### src/rtl/vga_sync_gen.sv
// VGA raster timing: pixel tick, pix_x/pix_y scan, registered hsync/vsync/video_on.
// Define VGA_SYNC_RGB_PIPE_EN to add the registered rgb path and the one-pixel sync delay.
module vga_sync_gen #(
  parameter int CLK_DIV   = 2,
  parameter int H_DISPLAY = 640,
  parameter int H_FRONT   = 16,
  parameter int H_SYNC    = 96,
  parameter int H_BACK    = 48,
  parameter int V_DISPLAY = 480,
  parameter int V_FRONT   = 10,
  parameter int V_SYNC    = 2,
  parameter int V_BACK    = 33,
  parameter int SYNC_POL  = 0
) (
  input  logic       clk,
  input  logic       reset,
`ifdef VGA_SYNC_RGB_PIPE_EN
  input  logic [2:0] rgb_in,
  output logic [2:0] rgb,
`endif
  output logic       p_tick,
  output logic [9:0] pix_x,
  output logic [9:0] pix_y,
  output logic       video_on,
  output logic       hsync,
  output logic       vsync,
  output logic       frame_start
);

  localparam int H_TOTAL = H_DISPLAY + H_FRONT + H_SYNC + H_BACK;
  localparam int V_TOTAL = V_DISPLAY + V_FRONT + V_SYNC + V_BACK;
  localparam int DW      = (CLK_DIV > 1) ? $clog2(CLK_DIV) : 1;

  localparam logic [DW-1:0] DIV_LAST = DW'(CLK_DIV - 1);
  localparam logic [9:0] H_LAST   = 10'(H_TOTAL - 1);
  localparam logic [9:0] V_LAST   = 10'(V_TOTAL - 1);
  localparam logic [9:0] H_VIS    = 10'(H_DISPLAY);
  localparam logic [9:0] V_VIS    = 10'(V_DISPLAY);
  localparam logic [9:0] HS_FIRST = 10'(H_DISPLAY + H_FRONT);
  localparam logic [9:0] HS_LAST  = 10'(H_DISPLAY + H_FRONT + H_SYNC - 1);
  localparam logic [9:0] VS_FIRST = 10'(V_DISPLAY + V_FRONT);
  localparam logic [9:0] VS_LAST  = 10'(V_DISPLAY + V_FRONT + V_SYNC - 1);
  localparam logic       ACT      = 1'(SYNC_POL);

  generate
    if (H_TOTAL > 1024 || V_TOTAL > 1024 || CLK_DIV < 1) begin : g_bad_cfg
      $error("vga_sync_gen: totals must be <= 1024 and CLK_DIV >= 1");
    end
  endgenerate

  logic [DW-1:0] div_q, div_d;
  logic          tick_q;
  logic [9:0]    x_q, x_d;
  logic [9:0]    y_q, y_d;
  logic          hs_q, hs_d;
  logic          vs_q, vs_d;
  logic          von_q, von_d;

  always_comb begin
    div_d = (div_q == DIV_LAST) ? '0 : div_q + DW'(1);
    x_d   = x_q;
    y_d   = y_q;
    if (tick_q) begin
      if (x_q == H_LAST) begin
        x_d = '0;
        y_d = (y_q == V_LAST) ? '0 : y_q + 10'd1;
      end else begin
        x_d = x_q + 10'd1;
      end
    end
    // decode the position the counters are about to hold
    von_d = (x_d < H_VIS) && (y_d < V_VIS);
    hs_d  = (x_d >= HS_FIRST && x_d <= HS_LAST) ? ACT : ~ACT;
    vs_d  = (y_d >= VS_FIRST && y_d <= VS_LAST) ? ACT : ~ACT;
  end

  always_ff @(posedge clk) begin
    if (reset) begin
      div_q  <= '0;
      tick_q <= 1'b0;
      x_q    <= '0;
      y_q    <= '0;
      hs_q   <= ~ACT;
      vs_q   <= ~ACT;
      von_q  <= 1'b0;
    end else begin
      div_q  <= div_d;
      tick_q <= (div_q == DIV_LAST);
      x_q    <= x_d;
      y_q    <= y_d;
      hs_q   <= hs_d;
      vs_q   <= vs_d;
      von_q  <= von_d;
    end
  end

  assign p_tick      = tick_q;
  assign pix_x       = x_q;
  assign pix_y       = y_q;
  assign frame_start = tick_q && (x_q == H_LAST) && (y_q == V_LAST);

`ifdef VGA_SYNC_RGB_PIPE_EN
  logic       hs2_q;
  logic       vs2_q;
  logic       von2_q;
  logic [2:0] rgb_q;

  // one pixel of delay to line up with the overlay's synchronous font ROM
  always_ff @(posedge clk) begin
    if (reset) begin
      hs2_q  <= ~ACT;
      vs2_q  <= ~ACT;
      von2_q <= 1'b0;
      rgb_q  <= 3'b000;
    end else if (tick_q) begin
      hs2_q  <= hs_q;
      vs2_q  <= vs_q;
      von2_q <= von_q;
      rgb_q  <= von_q ? rgb_in : 3'b000;
    end
  end

  assign hsync    = hs2_q;
  assign vsync    = vs2_q;
  assign video_on = von2_q;
  assign rgb      = rgb_q;
`else
  assign hsync    = hs_q;
  assign vsync    = vs_q;
  assign video_on = von_q;
`endif

endmodule

### config.mk
export PLATFORM = sky130hd
export DESIGN_NAME = vga_sync_gen
export DESIGN_NICKNAME = d
export VERILOG_FILES = /design/src/rtl/vga_sync_gen.sv
export SDC_FILE = /design/constraint.sdc
export NUM_CORES = 1
export LEC_CHECK = 0
export BUFFER_PORTS_ARGS = -buffer_cell sky130_fd_sc_hd__clkbuf_2
export CAP_MARGIN = 20
export CORE_AREA = 2 2 41 71
export DETAILED_ROUTE_END_ITERATION = 7
export DIE_AREA = 0 0 43 73
export PLACE_DENSITY_LB_ADDON = 0.15
export SETUP_SLACK_MARGIN = 0.3
export SLEW_MARGIN = 20
export SYNTH_ARGS = -nofsm -noshare
export SYNTH_HDL_FRONTEND = slang
export SYNTH_SLANG_ARGS = --single-unit
### constraint.sdc
create_clock -name clk -period 2.75 [get_ports clk]
set_input_delay 0.6875 -clock clk [delete_from_list [all_inputs] [get_ports clk]]
set_output_delay 0.6875 -clock clk [all_outputs]
set_load 0.02 [all_outputs]
; ---- Word-level counts from Yosys, hierarchy flattened
; Index checks and enable logic that the tools add are counted.
[totals]
register_bits = 25
out_inout_bits = 25
[classes]
reduce_logical = 6
order_cmp = 6
addsub = 3
n_mux = 7
n_eq_ne = 2
[op_table]
columns = op, count
row1 = $mux W10, 5
row2 = $add A10 B1 Y10 const B, 2
row3 = $eq A10 B10 Y1 const B, 2
row4 = $ge A10 B10 Y1 const B, 1
row5 = $ge A10 B9 Y1 const B, 1
row6 = $le A10 B10 Y1 const B, 1
row7 = $le A10 B9 Y1 const B, 1
row8 = $lt A10 B10 Y1 const B, 1
row9 = $lt A10 B9 Y1 const B, 1
row10 = $logic_and A1 B1 Y1, 5
row11 = $mux W1, 2
row12 = $reduce_or A2 Y1, 1
row13 = $add A1 B1 Y1 const B, 1

; ---- Logic depth before layout (Yosys ltp)
[logic_depth]
word_depth = 7
depth_mapped = 8
depth_no_buf = 7

; ---- Worst setup path after synthesis
; No wires, ideal clock.
[synth_timing]
kind = flip-flop to output port
start = register x_q[0], in the netlist pix_x[0]
end = output port frame_start
path_stages_with_launch = 6
path_slack_ns = 0.356
arrival_time_ns = 1.706
t_required_ns = 2.062
cell_sequence = dfxtp_1 ha_1 clkbuf_1 and4_4 clkbuf_1 and2_1
[synth_via]
elab_chain_len = 3
[synth_rtl]
columns = element, line
row1 = start: declaration, 53  ; logic [9:0] x_q, x_d;
row2 = start signal: assignment, 81  ; x_q <= '0;
row3 = start signal: assignment, 89  ; x_q <= x_d;
row4 = $eq A10 B10 Y1, 100  ; assign frame_start = tick_q && (x_q == H_LAST) && (y_q == V_LAST);
row5 = $logic_and A1 B1 Y1 (2 in a row), 100
row6 = end: declaration, 27  ; output logic frame_start
; No other way between the ends.

; ---- Final worst setup path
[layout_timing]
start = register y_q[0], in the netlist pix_y[0]
end = output port frame_start
[layout_via]
elab_chain_len = 2
[layout_rtl]
columns = element, line
row1 = start: declaration, 54  ; logic [9:0] y_q, y_d;
row2 = start signal: assignment, 90  ; y_q <= y_d;
row3 = $eq A10 B10 Y1, 100
row4 = $logic_and A1 B1 Y1, 100
; No other way between the ends.

==> summary by stage <==
Power
In this run the static leakage power is 0.608 nW. The share of power burned in registers is 0.606. Across the VDD grid, the largest voltage drop is 0.300 mV.

The post-route total power is 611 uW. The portion of total power attributed to the clock network is 0.362. Dividing total power by cell area gives a power density of approximately 400 nW/um^2. The share of total power in combinational logic is 0.032. The internal power is approximately 470 uW. In this run the power spent charging and discharging nets is 137 uW.

Of the total power, the share spent switching nets is 0.225.

Detailed routing
In this run the remaining antenna-violating nets after routing total 0. The number of detailed-routing iterations run before antenna repair is 4. Wires add up to roughly 3100 um. After detailed routing, the number of remaining DRC violations is 0. Detailed routing inserted a total of 1232 vias.

The via density per instance is between 5 and 6. The initial DRC count is 24. After detailed routing, the average wire length per cell comes to 14.9 um.

STA
The setup TNS after final layout is 0 ns. In the post-route analysis, the smallest setup slack over all paths is 0.424 ns. The final worst hold slack is 0.410 ns. Headroom to the max-slew limit came out at 0.682.

The number of setup violations in the final report is 0. The number of endpoints with negative hold slack in the final report was 0. For the pin with the worst max-slew slack, the measured transition is 0.473 ns. For this run, the top clock speed supported by timing is 430 MHz. Setup repair after global routing left no endpoint under its margin. The number of slew-limit violations in the final report is 0. The final critical-path required period is 2.33 ns.

The clock arrives with 0.00893 ns of skew. The period utilization is 0.846.

Yosys
The number of storage elements in the synthesis netlist is 25. The most used flip-flop cell after synthesis is dfxtp_1. Of all flip-flops after synthesis, the portion carrying an async set or reset was 0. The summed instance area of the synthesized netlist is 1320 sq um. The cell count after synthesis is 159.

Yosys mapped the design onto 40 distinct sky130hd cell types. The share of the yosys chip area belonging to registers is 0.381. Yosys printed 0 warnings. After synthesis, the mean cell area works out to ~8.3 sq um. The number of enable-type register cells in the synthesized netlist is 0. The synthesized netlist net count is between 150 and 200.

Placed design
The post-placement cell area is 1440 sq um. Port buffering added 26 buffers. The number of placed cells counting well taps is 203. Before CTS, the worst setup slack after placement is 0.505 ns. The estimated wirelength of the detail-placed design is 2330 um. At the end of routability-driven placement, the weighted congestion stood at 0.865.

Layout
Leaving out filler cells and counting taps, the final layout contains 210. Fill cells in the final layout number 264. After the last flow step, the layout net total stands at 189. The post-synthesis to final-layout area growth is 15.2%. In the final layout, the share of cells above drive strength 1 is 0.224. The end-of-flow core utilization is 0.577. The number of antenna diodes in the final layout is 0. The final instance area is approximately 1500 sq um.

Setup path
The data arrival time of the critical path is 1.64 ns. Measured in cells, the most critical reg-to-reg path has a length of 5. The start-to-end type of the worst setup path is reg -> out. The type of element capturing the critical path is an output pin. The slowest stage of the critical path belongs to the cell dfxtp_1.

In this run the worst path has a maximum fanout of 8. The startpoint type of the worst setup path is a flip-flop. The critical path required time is a little over 2 ns. On the worst path, the slowest cell contributes a delay of approximately 0.44 ns.

The critical path goes through inv_1, ha_1, nor4bb_1, and3_2, and2_1, clkbuf_2.

Floorplanning
The total area inside the core boundary comes to ~2600 sq um. The initial core utilization is 0.500. The die height is 73 um. The cell row count is 25.

In this run the horizontal extent of the chip is 43 um. The die footprint is 3140 sq um. In this run the count of I/O pins placed on the die edge is 27.

Clock network
The clock latency at the later pin of the worst-skew pair is 0.27 ns. The number of clock sinks seen by CTS is 25. The buffer type at the clock tree root is clkbuf_8. TritonCTS built the clock tree. The clock transition at the registers of the reported paths is 0.09 ns. No sink is reached through more buffers than the 2 on the longest clock path. The number of buffers added by the clock tree synthesis step is 3.

The depth of the CTS H-tree is 1.

Global routing
The leftover overflow at the end of global routing is 0. The number of antenna violations at the first check in global routing was 0. The first global-routing pass estimated approximately 5000 um of wire.

The maximum number of pins on one net before global-route repair is 22. The global router's overall resource usage is 0.212. The number of global-route vias before repair is 1051.

Hold path
The tightest min-delay check is of the reg -> reg type. The cell count of the worst hold path is 1.

Run status
The flow ran to the end, and the final reports show no timing, DRC or antenna violations.

Job
The max-capacitance violation count is 0.
## cell usage after synthesis, drive strengths merged, types with 2 or more instances
library cell	n	area [sq um]
o21ai	5	25.0
nor2b	2	12.5
and2	5	31.3
a21oi	7	35.0
inv	8	30.0
nor4b	2	17.5
nand4	9	56.3
clkbuf	5	18.8
and3	2	12.5
and4	3	31.3
xnor2	9	78.8
a31oi	3	18.8
nand3	3	15.0
nor2	14	52.6
dfxtp	25	500
buf	4	21.3
nor4	2	12.5
nand2	11	41.3
nor3	13	65.1
or4	3	22.5
ha	3	37.5
xor2	4	35.0
o211ai	3	22.5
## kinds of logic (layout without fill, tap and decap cells)
group,Yosys count,in the layout,share of synthesized area
adders and majority gates,3,3,0.0285
xor gates and xnor gates,13,13,0.0866
and+or+nand+nor,75,75,0.321
AOI/OAI and AO/OA,25,25,0.123
DFF,25,25,0.381
buffers and inverters,17,41,0.0533
muxes,1,1,0.00761
## path summary, 6_finish.rpt
path	slack (ns)	endpoint	from
worst max-delay path	0.42	frame_start	pix_y[0]
worst min-delay path	0.41	div_q	div_q
worst max register to register	0.55	vsync	pix_x[9]
worst min register to register	0.41	div_q	div_q
## state kept, by name, summed over array words and instances, names as in the netlist
| name | flops |
|---|---|
| pix_x | 10 |
| div_q | 1 |
| video_on | 1 |
| pix_y | 10 |
| hsync | 1 |
| p_tick | 1 |
| vsync | 1 |
## critical path: cells and delay by family (launching register included)
family,cells,cell delay [ns]
buffers and inverters,2,0.22
adder cells (fa/ha/maj),1,0.18
AND/OR/NAND/NOR,3,0.53
flip-flops,1,0.44
## per-layer routing
layer / routed length, um / up-vias / global-route usage
li1: - / 615 / -
met1: 1270 / 564 / 0.248
met2: 1660 / 40 / 0.369
met3: 115 / 13 / 0.0248
met4: 86 / 0 / 0.111
met5: 0 / - / 0
## power groups by stage
stage | logic, mW | clock network [mW] | registers [mW]
detailed placement | 0.0197 | 0 | 0.379
global placement | 0.0196 | 0 | 0.378
global route | 0.0214 | 0.240 | 0.371
finish | 0.0197 | 0.221 | 0.370
floorplan | 0.0116 | 0 | 0.381
CTS | 0.0198 | 0.226 | 0.370
## final cells by class
type | instances | area [sq um] | area share
tap | 27 | 33.8 | 0.0223
timing repair buffer | 29 | 153 | 0.101
clock buffer | 3 | 41.3 | 0.0273
sequential | 25 | 504 | 0.333
multi-input combinational | 117 | 748 | 0.494
inverter | 8 | 30.0 | 0.0198
clock inverter | 1 | 5.00 | 0.00330
## cell usage in the layout (no fill, tap or decap), types with 4 or more instances in the layout
master    count
a21oi_1       7
and2_1        5
clkbuf_2     26
dfxtp_1      22
inv_1         8
nand2_1      11
nand4_1       9
nor2_1       14
nor3_1       13
o21ai_0       5
xnor2_1       9
xor2_1        4
## repair_timing
item | in CTS | in global routing
gates resized for setup | 0 | 5
hold buffers | 0 | 0
buffers inserted | 0 | 3
endpoints found under the hold margin | 0 | 0
setup endpoints to repair | 0 | 1
No activity file was read; power rests on OpenSTA's default activity.
